[config.mk]
export PLATFORM = sky130hd
export DESIGN_NAME = ucaspian_mc_router
export DESIGN_NICKNAME = d
export VERILOG_FILES = /design/src/rtl/ucaspian_mc_pkg.sv /design/src/rtl/ucaspian_mc_fifo.sv /design/src/rtl/ucaspian_mc_router.sv
export SDC_FILE = /design/constraint.sdc
export NUM_CORES = 1
export LEC_CHECK = 0
export ABC_AREA = 1
export BUFFER_PORTS_ARGS = -buffer_cell sky130_fd_sc_hd__buf_2
export CORE_UTILIZATION = 35
export CTS_CLUSTER_SIZE = 40
export DETAILED_ROUTE_END_ITERATION = 6
export GPL_TIMING_DRIVEN = 0
export PLACE_DENSITY = 0.56
export SLEW_MARGIN = 20
export SYNTH_ARGS = -nofsm -noshare
export SYNTH_HDL_FRONTEND = slang
export SYNTH_HIERARCHICAL = 1
export SYNTH_SLANG_ARGS = --single-unit
[constraint.sdc]
create_clock -name clk -period 3.4 [get_ports clk]
set_clock_uncertainty 0.15 [all_clocks]
set_input_delay 0.68 -clock clk [delete_from_list [all_inputs] [get_ports clk]]
set_output_delay 0.68 -clock clk [all_outputs]
set_load 0.01 [all_outputs]
[src/rtl/ucaspian_mc_pkg.sv]
// ----------------------------------------------------------------------------
// ucaspian_mc_pkg
//
// Purpose:
//   Types and helpers shared by the multi-core router and its output-fire
//   FIFO: width calculations, the fire event record and the input FSM states.
//
// Contents:
//   calc_sel_w      - bits needed to index NUM_CORES cores
//   calc_gaddr_w    - global address width (core select + local address)
//   fire_evt_t      - {sel, addr} record stored in the output FIFO; fields
//                     are sized for the largest supported configuration and
//                     users take the low bits they need
//   in_state_t      - input path FSM states
// ----------------------------------------------------------------------------
package ucaspian_mc_pkg;

    localparam int MAX_SEL_W       = 4;
    localparam int MAX_CORE_ADDR_W = 16;

    function automatic int calc_sel_w(input int num_cores);
        return (num_cores <= 1) ? 1 : $clog2(num_cores);
    endfunction

    function automatic int calc_gaddr_w(input int num_cores, input int core_addr_w);
        return calc_sel_w(num_cores) + core_addr_w;
    endfunction

    typedef struct packed {
        logic [MAX_SEL_W-1:0]       sel;
        logic [MAX_CORE_ADDR_W-1:0] addr;
    } fire_evt_t;

    typedef enum logic [0:0] {
        IN_IDLE = 1'b0,
        IN_WAIT = 1'b1
    } in_state_t;

endpackage

[src/rtl/ucaspian_mc_fifo.sv]
// ----------------------------------------------------------------------------
// ucaspian_mc_fifo
//
// Purpose:
//   Synchronous FIFO of fire_evt_t records used to queue output fires from
//   the cores until the packet interface pops them.
//
// Ports:
//   clk      in   system clock
//   reset    in   synchronous active-high reset (FIFO becomes empty)
//   push     in   write wr_data this cycle (ignored when full)
//   pop      in   drop the head entry this cycle (ignored when empty)
//   wr_data  in   record to write
//   rd_data  out  record at the head of the FIFO
//   full     out  DEPTH entries held
//   empty    out  no entries held
//
// DEPTH must be a power of two, at least 2, so the pointers wrap naturally.
// ----------------------------------------------------------------------------
module ucaspian_mc_fifo
    import ucaspian_mc_pkg::*;
#(
    parameter  int DEPTH = 4,
    localparam int PTR_W = $clog2(DEPTH)
) (
    input  logic      clk,
    input  logic      reset,
    input  logic      push,
    input  logic      pop,
    input  fire_evt_t wr_data,
    output fire_evt_t rd_data,
    output logic      full,
    output logic      empty
);

    fire_evt_t        mem [DEPTH];
    logic [PTR_W-1:0] wr_ptr;
    logic [PTR_W-1:0] rd_ptr;
    logic [PTR_W:0]   count;
    logic             push_en;
    logic             pop_en;

    // Full and empty come from the registered count, so a pop in the same
    // cycle never makes room for a push into a full FIFO.
    assign full    = (count == (PTR_W+1)'(DEPTH));
    assign empty   = (count == '0);
    assign push_en = push && !full;
    assign pop_en  = pop && !empty;
    assign rd_data = mem[rd_ptr];

    // Storage has no reset; only the pointers and count define validity.
    always_ff @(posedge clk) begin
        if (push_en) begin
            mem[wr_ptr] <= wr_data;
        end
    end

    always_ff @(posedge clk) begin
        if (reset) begin
            wr_ptr <= '0;
            rd_ptr <= '0;
            count  <= '0;
        end else begin
            if (push_en) begin
                wr_ptr <= wr_ptr + 1'b1;
            end
            if (pop_en) begin
                rd_ptr <= rd_ptr + 1'b1;
            end
            if (push_en && !pop_en) begin
                count <= count + 1'b1;
            end else if (!push_en && pop_en) begin
                count <= count - 1'b1;
            end
        end
    end

endmodule

[src/rtl/ucaspian_mc_router.sv]
// ----------------------------------------------------------------------------
// ucaspian_mc_router
//
// Purpose:
//   Connects one packet_interface to NUM_CORES ucaspian_core instances.
//   Input fires are steered to a core by the upper global-address bits,
//   output fires from all cores are round-robin arbitrated into a FIFO and
//   tagged with their core index, and clear requests are broadcast with the
//   per-core completions merged into a single done pulse.
//
// Ports:
//   clk, reset               clock, synchronous active-high reset
//   host_in_waiting/addr/value, host_in_ack
//                            input fire from the interface, one-cycle ack
//   core_in_waiting          per-core input fire pending (one-hot)
//   core_in_addr/value       shared local address / value bus to cores
//   core_in_ack              per-core consume pulse
//   core_out_waiting/addr    per-core output fire, core i at slice i
//   core_out_sent            per-core capture pulse
//   host_out_waiting/addr    FIFO non-empty, {core index, local addr} head
//   host_out_sent            pop pulse from the interface
//   host_clear_act/config    clear requests, forwarded as core_clear_*
//   core_clear_done          per-core clear completion pulses
//   host_clear_done          pulse once every core has completed
//   core_active              per-core activity
//   host_core_active         registered OR of core_active
//   drop_count               (UCASPIAN_MC_DROP_CNT_EN only) saturating count
//                            of input fires dropped for an absent core
//
// Build option:
//   UCASPIAN_MC_DROP_CNT_EN  adds the drop_count port and counter.
// ----------------------------------------------------------------------------
module ucaspian_mc_router
    import ucaspian_mc_pkg::*;
#(
    parameter  int NUM_CORES   = 4,
    parameter  int CORE_ADDR_W = 6,
    parameter  int FIFO_DEPTH  = 4,
    localparam int SEL_W       = calc_sel_w(NUM_CORES),
    localparam int GADDR_W     = calc_gaddr_w(NUM_CORES, CORE_ADDR_W)
) (
    input  logic                           clk,
    input  logic                           reset,
    input  logic                           host_in_waiting,
    input  logic [GADDR_W-1:0]             host_in_addr,
    input  logic [7:0]                     host_in_value,
    output logic                           host_in_ack,
    output logic [NUM_CORES-1:0]           core_in_waiting,
    output logic [CORE_ADDR_W-1:0]         core_in_addr,
    output logic [7:0]                     core_in_value,
    input  logic [NUM_CORES-1:0]           core_in_ack,
    input  logic [NUM_CORES-1:0]           core_out_waiting,
    input  logic [NUM_CORES*CORE_ADDR_W-1:0] core_out_addr,
    output logic [NUM_CORES-1:0]           core_out_sent,
    output logic                           host_out_waiting,
    output logic [GADDR_W-1:0]             host_out_addr,
    input  logic                           host_out_sent,
    input  logic                           host_clear_act,
    input  logic                           host_clear_config,
    output logic                           core_clear_act,
    output logic                           core_clear_config,
    input  logic [NUM_CORES-1:0]           core_clear_done,
    output logic                           host_clear_done,
    input  logic [NUM_CORES-1:0]           core_active,
    output logic                           host_core_active
`ifdef UCASPIAN_MC_DROP_CNT_EN
    ,
    output logic [15:0]                    drop_count
`endif
);

    function automatic int wrap_idx(input int v);
        return (v >= NUM_CORES) ? v - NUM_CORES : v;
    endfunction

    // ------------------------------------------------------------------
    // Input path
    // ------------------------------------------------------------------
    in_state_t              in_state;
    in_state_t              in_state_next;
    logic [SEL_W-1:0]       in_sel_q;
    logic [SEL_W-1:0]       in_sel_next;
    logic [CORE_ADDR_W-1:0] in_addr_q;
    logic [CORE_ADDR_W-1:0] in_addr_next;
    logic [7:0]             in_value_q;
    logic [7:0]             in_value_next;
    logic                   in_ack_next;
    logic                   in_drop;
    logic [SEL_W-1:0]       host_sel;
    logic                   host_sel_ok;
    logic [NUM_CORES-1:0]   in_sel_onehot;

    assign host_sel    = host_in_addr[GADDR_W-1:CORE_ADDR_W];
    assign host_sel_ok = (int'(host_sel) < NUM_CORES);

    always_comb begin
        in_sel_onehot = '0;
        for (int i = 0; i < NUM_CORES; i++) begin
            in_sel_onehot[i] = (int'(in_sel_q) == i);
        end
    end

    assign core_in_waiting = (in_state == IN_WAIT) ? in_sel_onehot : '0;
    assign core_in_addr    = in_addr_q;
    assign core_in_value   = in_value_q;

    always_ff @(posedge clk) begin
        if (reset) begin
            in_state    <= IN_IDLE;
            in_sel_q    <= '0;
            in_addr_q   <= '0;
            in_value_q  <= '0;
            host_in_ack <= 1'b0;
        end else begin
            in_state    <= in_state_next;
            in_sel_q    <= in_sel_next;
            in_addr_q   <= in_addr_next;
            in_value_q  <= in_value_next;
            host_in_ack <= in_ack_next;
        end
    end

    // The interface still shows host_in_waiting during the ack cycle, so a
    // fire is only sampled when no ack is currently being presented.
    // Fires addressed beyond the last core are acked without a handshake.
    always_comb begin
        in_state_next = in_state;
        in_sel_next   = in_sel_q;
        in_addr_next  = in_addr_q;
        in_value_next = in_value_q;
        in_ack_next   = 1'b0;
        in_drop       = 1'b0;
        case (in_state)
            IN_IDLE: begin
                if (host_in_waiting && !host_in_ack) begin
                    if (host_sel_ok) begin
                        in_state_next = IN_WAIT;
                        in_sel_next   = host_sel;
                        in_addr_next  = host_in_addr[CORE_ADDR_W-1:0];
                        in_value_next = host_in_value;
                    end else begin
                        in_ack_next = 1'b1;
                        in_drop     = 1'b1;
                    end
                end
            end
            IN_WAIT: begin
                if (|(core_in_ack & in_sel_onehot)) begin
                    in_state_next = IN_IDLE;
                    in_ack_next   = 1'b1;
                end
            end
            default: begin
                in_state_next = IN_IDLE;
            end
        endcase
    end

`ifdef UCASPIAN_MC_DROP_CNT_EN
    // Saturating count of fires discarded for a non-existent core.
    always_ff @(posedge clk) begin
        if (reset) begin
            drop_count <= '0;
        end else if (in_drop && (drop_count != 16'hFFFF)) begin
            drop_count <= drop_count + 16'd1;
        end
    end
`else
    logic unused_drop;
    assign unused_drop = in_drop;
`endif

    // ------------------------------------------------------------------
    // Output path: round-robin arbiter feeding the fire FIFO
    // ------------------------------------------------------------------
    logic [SEL_W-1:0]       rr_ptr;
    logic [SEL_W-1:0]       rr_next;
    logic [NUM_CORES-1:0]   eligible;
    logic [NUM_CORES-1:0]   grant_vec;
    logic                   grant_valid;
    logic [SEL_W-1:0]       grant_idx;
    logic [CORE_ADDR_W-1:0] push_addr;
    fire_evt_t              push_evt;
    fire_evt_t              head_evt;
    logic                   fifo_full;
    logic                   fifo_empty;

    // A core granted last cycle still shows waiting while it reacts to its
    // sent pulse, so the registered sent vector doubles as the mask.
    always_comb begin
        eligible    = core_out_waiting & ~core_out_sent;
        grant_valid = 1'b0;
        grant_idx   = '0;
        grant_vec   = '0;
        push_addr   = '0;
        rr_next     = rr_ptr;
        if (!fifo_full) begin
            for (int k = 0; k < NUM_CORES; k++) begin
                if (!grant_valid && eligible[wrap_idx(int'(rr_ptr) + k)]) begin
                    grant_valid = 1'b1;
                    grant_idx   = SEL_W'(wrap_idx(int'(rr_ptr) + k));
                    grant_vec[wrap_idx(int'(rr_ptr) + k)] = 1'b1;
                    push_addr   = core_out_addr[wrap_idx(int'(rr_ptr) + k)*CORE_ADDR_W +: CORE_ADDR_W];
                end
            end
        end
        if (grant_valid) begin
            rr_next = (int'(grant_idx) == NUM_CORES - 1) ? '0 : grant_idx + SEL_W'(1);
        end
        push_evt      = '0;
        push_evt.sel  = MAX_SEL_W'(grant_idx);
        push_evt.addr = MAX_CORE_ADDR_W'(push_addr);
    end

    always_ff @(posedge clk) begin
        if (reset) begin
            rr_ptr        <= '0;
            core_out_sent <= '0;
        end else begin
            rr_ptr        <= rr_next;
            core_out_sent <= grant_vec;
        end
    end

    ucaspian_mc_fifo #(
        .DEPTH (FIFO_DEPTH)
    ) u_fifo (
        .clk     (clk),
        .reset   (reset),
        .push    (grant_valid),
        .pop     (host_out_sent),
        .wr_data (push_evt),
        .rd_data (head_evt),
        .full    (fifo_full),
        .empty   (fifo_empty)
    );

    // Head storage is not reset, so the address is forced to 0 when empty.
    logic unused_head;
    assign unused_head      = ^head_evt;
    assign host_out_waiting = !fifo_empty;
    assign host_out_addr    = fifo_empty ? '0 :
                              {head_evt.sel[SEL_W-1:0], head_evt.addr[CORE_ADDR_W-1:0]};

    // ------------------------------------------------------------------
    // Clear broadcast and completion aggregation, activity summary
    // ------------------------------------------------------------------
    logic [NUM_CORES-1:0] done_bits;
    logic [NUM_CORES-1:0] done_merged;

    assign done_merged = done_bits | core_clear_done;

    // A fresh request restarts aggregation; otherwise completions collect
    // until every core has reported, then one pulse goes to the host.
    always_ff @(posedge clk) begin
        if (reset) begin
            core_clear_act    <= 1'b0;
            core_clear_config <= 1'b0;
            host_clear_done   <= 1'b0;
            host_core_active  <= 1'b0;
            done_bits         <= '0;
        end else begin
            core_clear_act    <= host_clear_act;
            core_clear_config <= host_clear_config;
            host_core_active  <= |core_active;
            host_clear_done   <= 1'b0;
            if (host_clear_act || host_clear_config) begin
                done_bits <= '0;
            end else if (&done_merged) begin
                done_bits       <= '0;
                host_clear_done <= 1'b1;
            end else begin
                done_bits <= done_merged;
            end
        end
    end

endmodule

==> results.sh, run 1 <==
export IMPL_status="finished clean"
export IMPL_regToRegSetupSlack_ns=0.12
export IMPL_nets=1070
export IMPL_crit_path_end_kind="flip-flop"
export IMPL_routed_wl_um=17640
export IMPL_syn_inst=881
export IMPL_cts_sinks=73
export IMPL_htreeDepth=3
export IMPL_rsz0062_at_grt="true"
export IMPL_num_antenna_cells=0
export IMPL_routedWlPerCell_um=14.55
export IMPL_io_pins=98
export IMPL_worstMarginPinSlew_ns=0.8352
export IMPL_slew_headroom=0.4412
export IMPL_place_area_sq_um=6415
export IMPL_power_density_nw_per_um2=1116
export IMPL_setup_viol=0
export IMPL_grt_first_pass_wirelength_um=28010
export IMPL_cts_tree="done"
export IMPL_r2r_cells=20
export IMPL_syn_nets=960
export IMPL_leakage_nw=3.359
export IMPL_die_area_sq_um=16680
export IMPL_worst_ep_required_time_ns=3.40
export IMPL_initial_core_util=0.3575
export IMPL_grt_start_max_net_pins=14
export IMPL_max_freq_ghz=0.3053
export IMPL_p_total_mw=7.529
export IMPL_viasPerCell=4.949
export IMPL_drt_first_pass_iters=5
export IMPL_r2r_start="rr_ptr[0]"
export IMPL_track_usage=0.2183
export IMPL_r2r_end="u_fifo/mem[2][3]"
export IMPL_syn_to_final_growth_pct=19.19
export IMPL_critPathKind="reg2reg"
export IMPL_min_path_cells=2
export IMPL_chipWidth_um=129.2
export IMPL_die_h_um=129.2
export IMPL_place_congestion=1.005
export IMPL_overflow=0
export IMPL_grt_pass1_vias=5475
export IMPL_port_buffers=97
export IMPL_ys_warnings_count=6
export IMPL_hpwlAfterDp_um=13650
export IMPL_clkLatencyLatePin_ns=0.34
export IMPL_fill_cells=1718
export IMPL_num_vias=5998
export IMPL_period_share=0.9634
export IMPL_antenna_found_initial=0
export IMPL_vdd_drop_max_uv=581.0
export IMPL_numCtsBuffers=9
export IMPL_antenna_left=0
export IMPL_cp_max_fo=13
export IMPL_syn_area_per_cell_sq_um=6.424
export IMPL_design_area_sq_um=6745
export IMPL_hold_class="reg2reg"
export IMPL_cts_root_buf="clkbuf_16"
export IMPL_worstPathArrival_ns=3.28
export IMPL_cap_violations=0
export IMPL_core_area_sq_um=15830
export IMPL_cts_clk_slew_worst_paths_ns=0.06
export IMPL_holdPathEnd="core_in_addr[1]"
export IMPL_netlist_area_sq_um=5659
export IMPL_finalHoldViolCount=0
export IMPL_period_minus_slack_ns=3.276
export IMPL_start_kind="flip-flop"
export IMPL_drt_iter0_markers=518
export IMPL_hold_start="core_in_addr[1]"
export IMPL_num_rows=46
export IMPL_cts_max_path_buffers=2
export IMPL_slew_violations=0
export IMPL_drive_gt1_frac=0.1998
export IMPL_drc=0
export IMPL_whs_ns=0.2912
==> what timing repair did <==
action                                  CTS  global route
pin swaps                                 0             2
endpoints found under the setup margin   26            26
gates cloned                              0             0
gates resized for setup                   7             5
buffers inserted                          0             3
hold buffers                              0             0
==> sequential cells by signal, indices dropped and copies added (netlist names), named ones only <==
signal	cells
done_bits	4
host_core_active	1
core_clear_act	1
u_fifo/rd_ptr	2
in_sel_q	2
u_fifo/mem	32
rr_ptr	2
u_fifo/count	3
core_clear_config	1
host_in_ack	1
core_in_addr	6
in_state	1
core_out_sent	4
u_fifo/wr_ptr	2
host_clear_done	1
core_in_value	8
==> layout make-up <==
cell class,instances,area (sq um),area share
flip-flops and latches,73,1787,0.2649
inverters,110,422.9,0.06270
plain buffers,44,274.0,0.04062
clock inverters,6,42.54,0.006307
clock buffers,10,229.0,0.03395
repair buffers,100,508.0,0.07531
multi-input cells,653,3212,0.4762
well taps,216,270.3,0.04007
==> routing by layer <==
metal / share of wire / track usage / vias to the layer above / wire length, um
li1: - / - / 3066 / -
met1: 0.46 / 0.2918 / 2682 / 8089
met2: 0.45 / 0.3416 / 217 / 7879
met3: 0.068 / 0.04542 / 33 / 1205
met4: 0.026 / 0.09135 / 0 / 466
met5: 0 / 0 / - / 0
==> cell usage in the layout, fill, tap and decap left out, types with 9 or more instances in the layout <==
cell type and count:
dfxtp_1 39, o21ai_1 38, clkbuf_16 9, nand2_1 237, clkbuf_1 15, nor2_1 94
buf_6 10, ha_1 15, inv_1 99, a21oi_1 33, edfxtp_1 32, nand2_2 16
o21ai_0 35, nand3_1 119, buf_2 112
==> worst max-delay path: stages, from the launching register on <==
cell     delay [ns]
dfxtp_4        0.40
inv_2          0.05
buf_6          0.14
buf_6          0.17
ha_4           0.30
buf_6          0.15
buf_2          0.27
nor2_1         0.09
ha_1           0.27
nand2_1        0.05
nand2_1        0.06
nor2_1         0.05
nor2_2         0.23
inv_1          0.17
nand2_1        0.09
inv_1          0.04
nand2_1        0.05
nand2_1        0.04
nand2_1        0.05
nand2_1        0.05
a21oi_2        0.21
==> where the power goes <==
group / total [mW] / switching, mW / internal (mW)
logic: 5.12 / 3.44 / 1.68
registers: 1.56 / 0.128 / 1.43
clock network: 0.847 / 0.354 / 0.493
total: 7.53 / 3.92 / 3.61
==> worst max-delay path by stage <==
stage	start	to	slack, ns
after detailed placement	rr_ptr[0]	u_fifo/mem[3][1]	-0.49
after global placement	rr_ptr[0]	u_fifo/mem[3][1]	-0.45
after CTS	rr_ptr[0]	u_fifo/count[1]	0.05
after floorplan	rr_ptr[0]	u_fifo/count[1]	0.20
after global routing	rr_ptr[0]	u_fifo/mem[1][3]	-0.09
final	rr_ptr[0]	u_fifo/mem[2][3]	0.12
==> metrics by stage <==
| stage | setup WS [ns] | TNS (ns) | utilization | instances |
|---|---|---|---|---|
| after global placement | -0.4540 | -5.536 | 0.4053 | 1194 |
| after detailed placement | -0.4891 | -6.313 | 0.4053 | 1194 |
| final | 0.1244 | 0 | 0.4262 | 1212 |
| after global routing | -0.09455 | -0.7287 | 0.4262 | 1212 |
| after CTS | 0.05017 | 0 | 0.4242 | 1210 |
| after floorplan | 0.2046 | 0 | - | 881 |
No activity file was read; power rests on OpenSTA's default activity.
==> run 2, diff against run 1 <==
--- a/config.mk
+++ b/config.mk
@@ -7,12 +7,12 @@
 export LEC_CHECK = 0
 export ABC_AREA = 1
 export BUFFER_PORTS_ARGS = -buffer_cell sky130_fd_sc_hd__buf_2
-export CORE_UTILIZATION = 35
+export CORE_UTILIZATION = 54
 export CTS_CLUSTER_SIZE = 40
 export DETAILED_ROUTE_END_ITERATION = 6
 export GPL_TIMING_DRIVEN = 0
-export PLACE_DENSITY = 0.56
-export SLEW_MARGIN = 20
+export PLACE_DENSITY = 0.79
+export SLEW_MARGIN = 0
 export SYNTH_ARGS = -nofsm -noshare
 export SYNTH_HDL_FRONTEND = slang
 export SYNTH_HIERARCHICAL = 1
==> run 2 against run 1 <==
- register-to-register slack improved by 0.02 ns
- worst setup slack improved by 0.019 ns
- count of clock-buffer cells in the layout increased by 1
- die area decreased by 35%
- hold slack improved by 0.0062 ns
- via count increased by 2.4%
- maximum frequency increased by 0.59%
- global-route usage increased by 9.5 points
- combinational power decreased by 2%
- sequential power about the same
- design area decreased by 2.6%
- non-clock buffer count decreased by 1
- largest power group unchanged
==> results.sh, run 2 (same netlist as run 1, synthesis figures left out) <==
export IMPL_status="finished clean"
export IMPL_cap_violations=0
export IMPL_fill_cells=1009
export IMPL_slew_headroom=0.4949
export IMPL_final_cell_mix="nand2_1, nand3_1, buf_2"
export IMPL_track_usage=0.3131
export IMPL_htreeDepth=3
export IMPL_grt_start_max_net_pins=14
export IMPL_regMostFlops="u_fifo/mem"
export IMPL_routed_wl_um=16780
export IMPL_num_vias=6142
export IMPL_critPathKind="reg2reg"
export IMPL_cp_max_fo=22
export IMPL_numCtsBuffers=9
export IMPL_final_common_cell="nand2_1"
export IMPL_die_area_sq_um=10890
export IMPL_place_area_sq_um=6315
export IMPL_clkLatencyLatePin_ns=0.35
export IMPL_antenna_left=0
export IMPL_vdd_drop_max_uv=850.2
export IMPL_syn_to_final_growth_pct=16.14
export IMPL_drt_iter0_markers=643
export IMPL_die_h_um=104.4
export IMPL_nets=1069
export IMPL_chipWidth_um=104.4
export IMPL_drive_gt1_frac=0.1980
export IMPL_cts_root_buf="clkbuf_8"
export IMPL_initial_core_util=0.5531
export IMPL_num_rows=37
export IMPL_grt_pass1_vias=5659
export IMPL_p_total_mw=7.327
export IMPL_cts_hold_buf=0
export IMPL_routedWlPerCell_um=14.84
export IMPL_start_kind="flip-flop"
export IMPL_num_antenna_cells=0
export IMPL_hpwlAfterDp_um=12600
export IMPL_antenna_found_initial=0
export IMPL_max_freq_ghz=0.3071
export IMPL_period_minus_slack_ns=3.256
export IMPL_viasPerCell=5.431
export IMPL_worstPathArrival_ns=3.24
export IMPL_finalHoldViolCount=0
export IMPL_worst_ep_required_time_ns=3.39
export IMPL_drc=0
export IMPL_crit_path_end_kind="flip-flop"
export IMPL_core_area_sq_um=10230
export IMPL_slew_violations=0
export IMPL_grt_first_pass_wirelength_um=27370
export IMPL_cts_max_path_buffers=2
export IMPL_port_buffers=97
export IMPL_tns_ns=0
export IMPL_hold_class="reg2reg"
export IMPL_drt_first_pass_iters=7
export IMPL_period_share=0.9578
export IMPL_worstMarginPinSlew_ns=0.7549
export IMPL_largest_reg_flops=32
export IMPL_leakage_nw=3.336
export IMPL_cts_clk_slew_worst_paths_ns=0.08
export IMPL_cts_sinks=73
export IMPL_cts_tree="done"
export IMPL_io_pins=98
export IMPL_setup_viol=0
export IMPL_power_density_nw_per_um2=1115
export IMPL_design_area_sq_um=6573
export IMPL_place_congestion=1.062
export IMPL_whs_ns=0.2974
export IMPL_final_core_util=0.6424
export IMPL_overflow=0
run 2: cell count changes in the layout (fill, tap and decap cells not counted), sizes merged:
cell,delta
clkinvlp,-2
bufinv,+1
run 2: metrics by stage:
| stage | cells | setup slack, ns |
|---|---|---|
| after floorplan | 881 | 0.2046 |
| after global placement | 1114 | -0.4143 |
| after detailed placement | 1114 | -0.4040 |
| after CTS | 1130 | 0.05578 |
| after global routing | 1131 | -0.003593 |
| final | 1131 | 0.1436 |
run 2: path summary, 6_finish.rpt:
path	cells after the start	slack [ns]	end	start
hold / removal	2	0.30	core_in_addr[4]	core_in_addr[4]
setup reg to reg	17	0.14	u_fifo/mem[1][0]	rr_ptr[0]
setup / recovery	17	0.14	u_fifo/mem[1][0]	rr_ptr[0]
hold reg to reg	2	0.30	core_in_addr[4]	core_in_addr[4]
run 2: power by group:
group          leakage (nW)  switching, mW  internal [mW]
combinational          2.59           3.39           1.65
clock                 0.109          0.333          0.387
sequential            0.641          0.134           1.43
total                  3.34           3.86           3.47
run 2: cell type report:
class / count / area, sq um / share of cell area
plain buffers: 44 / 274.0 / 0.04169
clock buffers: 11 / 152.6 / 0.02322
clock inverters: 5 / 58.81 / 0.008947
inverters: 110 / 426.7 / 0.06492
multi-input cells: 653 / 3201 / 0.4870
flip-flops and latches: 73 / 1789 / 0.2722
well taps: 136 / 170.2 / 0.02589
repair buffers: 99 / 500.5 / 0.07615
run 2: critical path, stage by stage (launching register included):
cell and delay [ns]:
dfxtp_4 0.41, inv_2 0.07, buf_12 0.16, ha_4 0.16
buf_4 0.19, inv_4 0.13, buf_2 0.30, nor2_1 0.09
ha_1 0.30, nand2_1 0.07, nand2_1 0.04, nor2_1 0.13
nor2_2 0.09, inv_1 0.16, nand3_1 0.10, o21ai_1 0.14
nand2_1 0.07, nor2_1 0.28
run 2: timing repair:
action / CTS / global route
gates cloned: 0 / 0
setup endpoints to repair: 26 / 22
resized for setup: 8 / 5
pin swaps: 0 / 1
buffers inserted: 0 / 2
run 2: per-layer routing:
layer  share of wire  global-route usage
met2            0.46              0.4924
met3           0.088             0.07268
met5               0                   0
met1            0.43              0.4173
met4           0.025              0.1153
==> run 3, diff against run 2 <==
--- a/config.mk
+++ b/config.mk
@@ -11,6 +11,7 @@
 export CTS_CLUSTER_SIZE = 40
 export DETAILED_ROUTE_END_ITERATION = 6
 export GPL_TIMING_DRIVEN = 0
+export MAX_ROUTING_LAYER = met4
 export PLACE_DENSITY = 0.79
 export SLEW_MARGIN = 0
 export SYNTH_ARGS = -nofsm -noshare
==> run 3 against run 2 <==
- the flow now finishes with violations (DRC)
- clock power up 1%
- cell count is essentially flat
- power increased by 0.75%
- highest routed layer unchanged
- design area is 0.30% higher
- largest cell class unchanged
- sequential share of layout area decreased by 0.12 points
- core utilization grew 0.20 points
- count of clock-buffer cells in the layout stayed put
- wire length is 0.77% lower
- register-to-register slack barely moved
==> results.sh, run 3 (same netlist as run 1, synthesis figures left out) <==
export IMPL_chipWidth_um=104.4
export IMPL_met2_length_um=7420
export IMPL_drt_iter0_markers=641
export IMPL_viasPerCell=5.462
export IMPL_nets=1070
export IMPL_period_share=0.9569
export IMPL_met1Wirelength_um=7182
export IMPL_routedWlPerCell_um=14.71
export IMPL_max_freq_ghz=0.3074
export IMPL_num_rows=37
export IMPL_overflow=0
export IMPL_critPathKind="reg2reg"
export IMPL_rsz0062_at_grt="false"
export IMPL_clkLatencyLatePin_ns=0.35
export IMPL_initial_core_util=0.5531
export IMPL_core_area_sq_um=10230
export IMPL_cp_top_family="simple AND/OR/NAND/NOR gates"
export IMPL_drc=11
export IMPL_syn_to_final_growth_pct=16.49
export IMPL_slew_headroom=0.4941
export IMPL_critPathSlowestCell="dfxtp_4"
export IMPL_cts_sinks=73
export IMPL_crit_path_end_kind="flip-flop"
export IMPL_drive_gt1_frac=0.2018
export IMPL_violations="DRC"
export IMPL_port_buffers=97
export IMPL_regMostFlops="u_fifo/mem"
export IMPL_start_kind="flip-flop"
export IMPL_track_usage=0.3169
export IMPL_status="complete, but fails checks"
export IMPL_worst_ep_required_time_ns=3.41
export IMPL_cap_violations=0
export IMPL_fill_cells=994
export IMPL_cts_root_buf="clkbuf_8"
export IMPL_setup_ws_ns=0.1466
export IMPL_wl_met3_um=1531
export IMPL_place_congestion=1.087
export IMPL_grt_start_max_net_pins=14
export IMPL_largest_reg_flops=32
export IMPL_final_common_cell="nand2_1"
export IMPL_place_ws_ns=-0.4396
export IMPL_leakage_nw=3.343
export IMPL_cp_num_buf_inv=5
export IMPL_num_vias=6183
export IMPL_period_minus_slack_ns=3.253
export IMPL_grt_first_pass_wirelength_um=26900
export IMPL_die_area_sq_um=10890
export IMPL_cts_clk_slew_worst_paths_ns=0.07
export IMPL_cts_tree="done"
export IMPL_die_h_um=104.4
export IMPL_hold_class="reg2reg"
export IMPL_slew_violations=0
export IMPL_setup_viol=0
export IMPL_io_pins=98
export IMPL_vdd_drop_max_uv=683.5
export IMPL_finalHoldViolCount=0
export IMPL_hpwlAfterDp_um=12580
export IMPL_power_density_nw_per_um2=1120
export IMPL_crit_chain="inv_2 > buf_6 > buf_6 > ha_4 > inv_4 > buf_2 > nor3_1 > ha_1 > nand2_1 > nand2_1 > nor3_4 > nand3_1 > nand3_1 > nor2_1 > nor2_2"
export IMPL_final_cell_mix="nand2_1, nand3_1, buf_2"
export IMPL_numCtsBuffers=9
export IMPL_antenna_left=0
export IMPL_grt_pass1_vias=5612
export IMPL_cts_max_path_buffers=2
export IMPL_routed_wl_um=16650
export IMPL_num_antenna_cells=0
export IMPL_cp_max_fo=13
export IMPL_highest_layer="met4"
export IMPL_whs_ns=0.2946
export IMPL_slowest_delay_ns=0.38
export IMPL_worstPathArrival_ns=3.27
export IMPL_htreeDepth=3
export IMPL_cts_hold_buf=0
export IMPL_drt_first_pass_iters=7
export IMPL_antenna_found_initial=0
export IMPL_worstMarginPinSlew_ns=0.7561
-- run 3: cell count changes in the layout (fill, tap and decap cells not counted), sizes merged --
cell / before / now
inv: 110 / 111
buf: 129 / 130
clkinvlp: 1 / 0
-- run 3: power by group --
group | switching, mW | internal, mW
Combinational | 3.41 | 1.68
Sequential | 0.130 | 1.43
Clock | 0.340 | 0.387
Total | 3.88 | 3.50
-- run 3: timing repair --
item,CTS,global route
gates resized for setup,6,9
pin swaps,0,2
setup buffers,0,2
endpoints found under the setup margin,26,18
hold endpoints to repair,0,0
-- run 3: final cells by class --
class                      instances  area [sq um]  share of cell area
timing repair buffer              99         500.5             0.07592
inverter                         110         425.4             0.06453
clock buffer                      11         152.6             0.02315
clock inverter                     5         58.81            0.008920
sequential                        73          1787              0.2710
tap                              136         170.2             0.02581
buffer                            45         276.5             0.04194
multi-input combinational        653          3222              0.4887
-- run 3: through the flow --
step | utilization | cells | total power [mW] | TNS [ns] | instance area, sq um
2_1_floorplan | - | 881 | 5.156 | 0 | 5659
3_3_place_gp | 0.6172 | 1114 | 6.326 | -4.763 | 6315
3_5_place_dp | 0.6172 | 1114 | 6.382 | -5.005 | 6315
4_1_cts | 0.6402 | 1130 | 7.162 | 0 | 6550
5_1_grt | 0.6444 | 1132 | 7.977 | 0 | 6593
6_report | 0.6444 | 1132 | 7.382 | 0 | 6593
-- run 3: path summary, 6_finish.rpt --
path / startpoint / end / slack [ns] / cells after the start
setup / recovery: rr_ptr[0] / u_fifo/mem[2][1] / 0.15 / 15
setup reg to reg: rr_ptr[0] / u_fifo/mem[2][1] / 0.15 / 15
hold reg to reg: core_in_value[4] / core_in_value[4] / 0.29 / 2
hold / removal: core_in_value[4] / core_in_value[4] / 0.29 / 2
-- run 3: worst min-delay path: stages (launching register included) --
cell and delay (ns):
dfxtp_1 0.31, inv_1 0.04, a21oi_1 0.05
-- run 3: metal layers --
layer	vias up	global-route usage
met5	-	-
met4	0	0.1092
met3	56	0.06078
met2	332	0.4872
met1	2735	0.4162
li1	3060	-
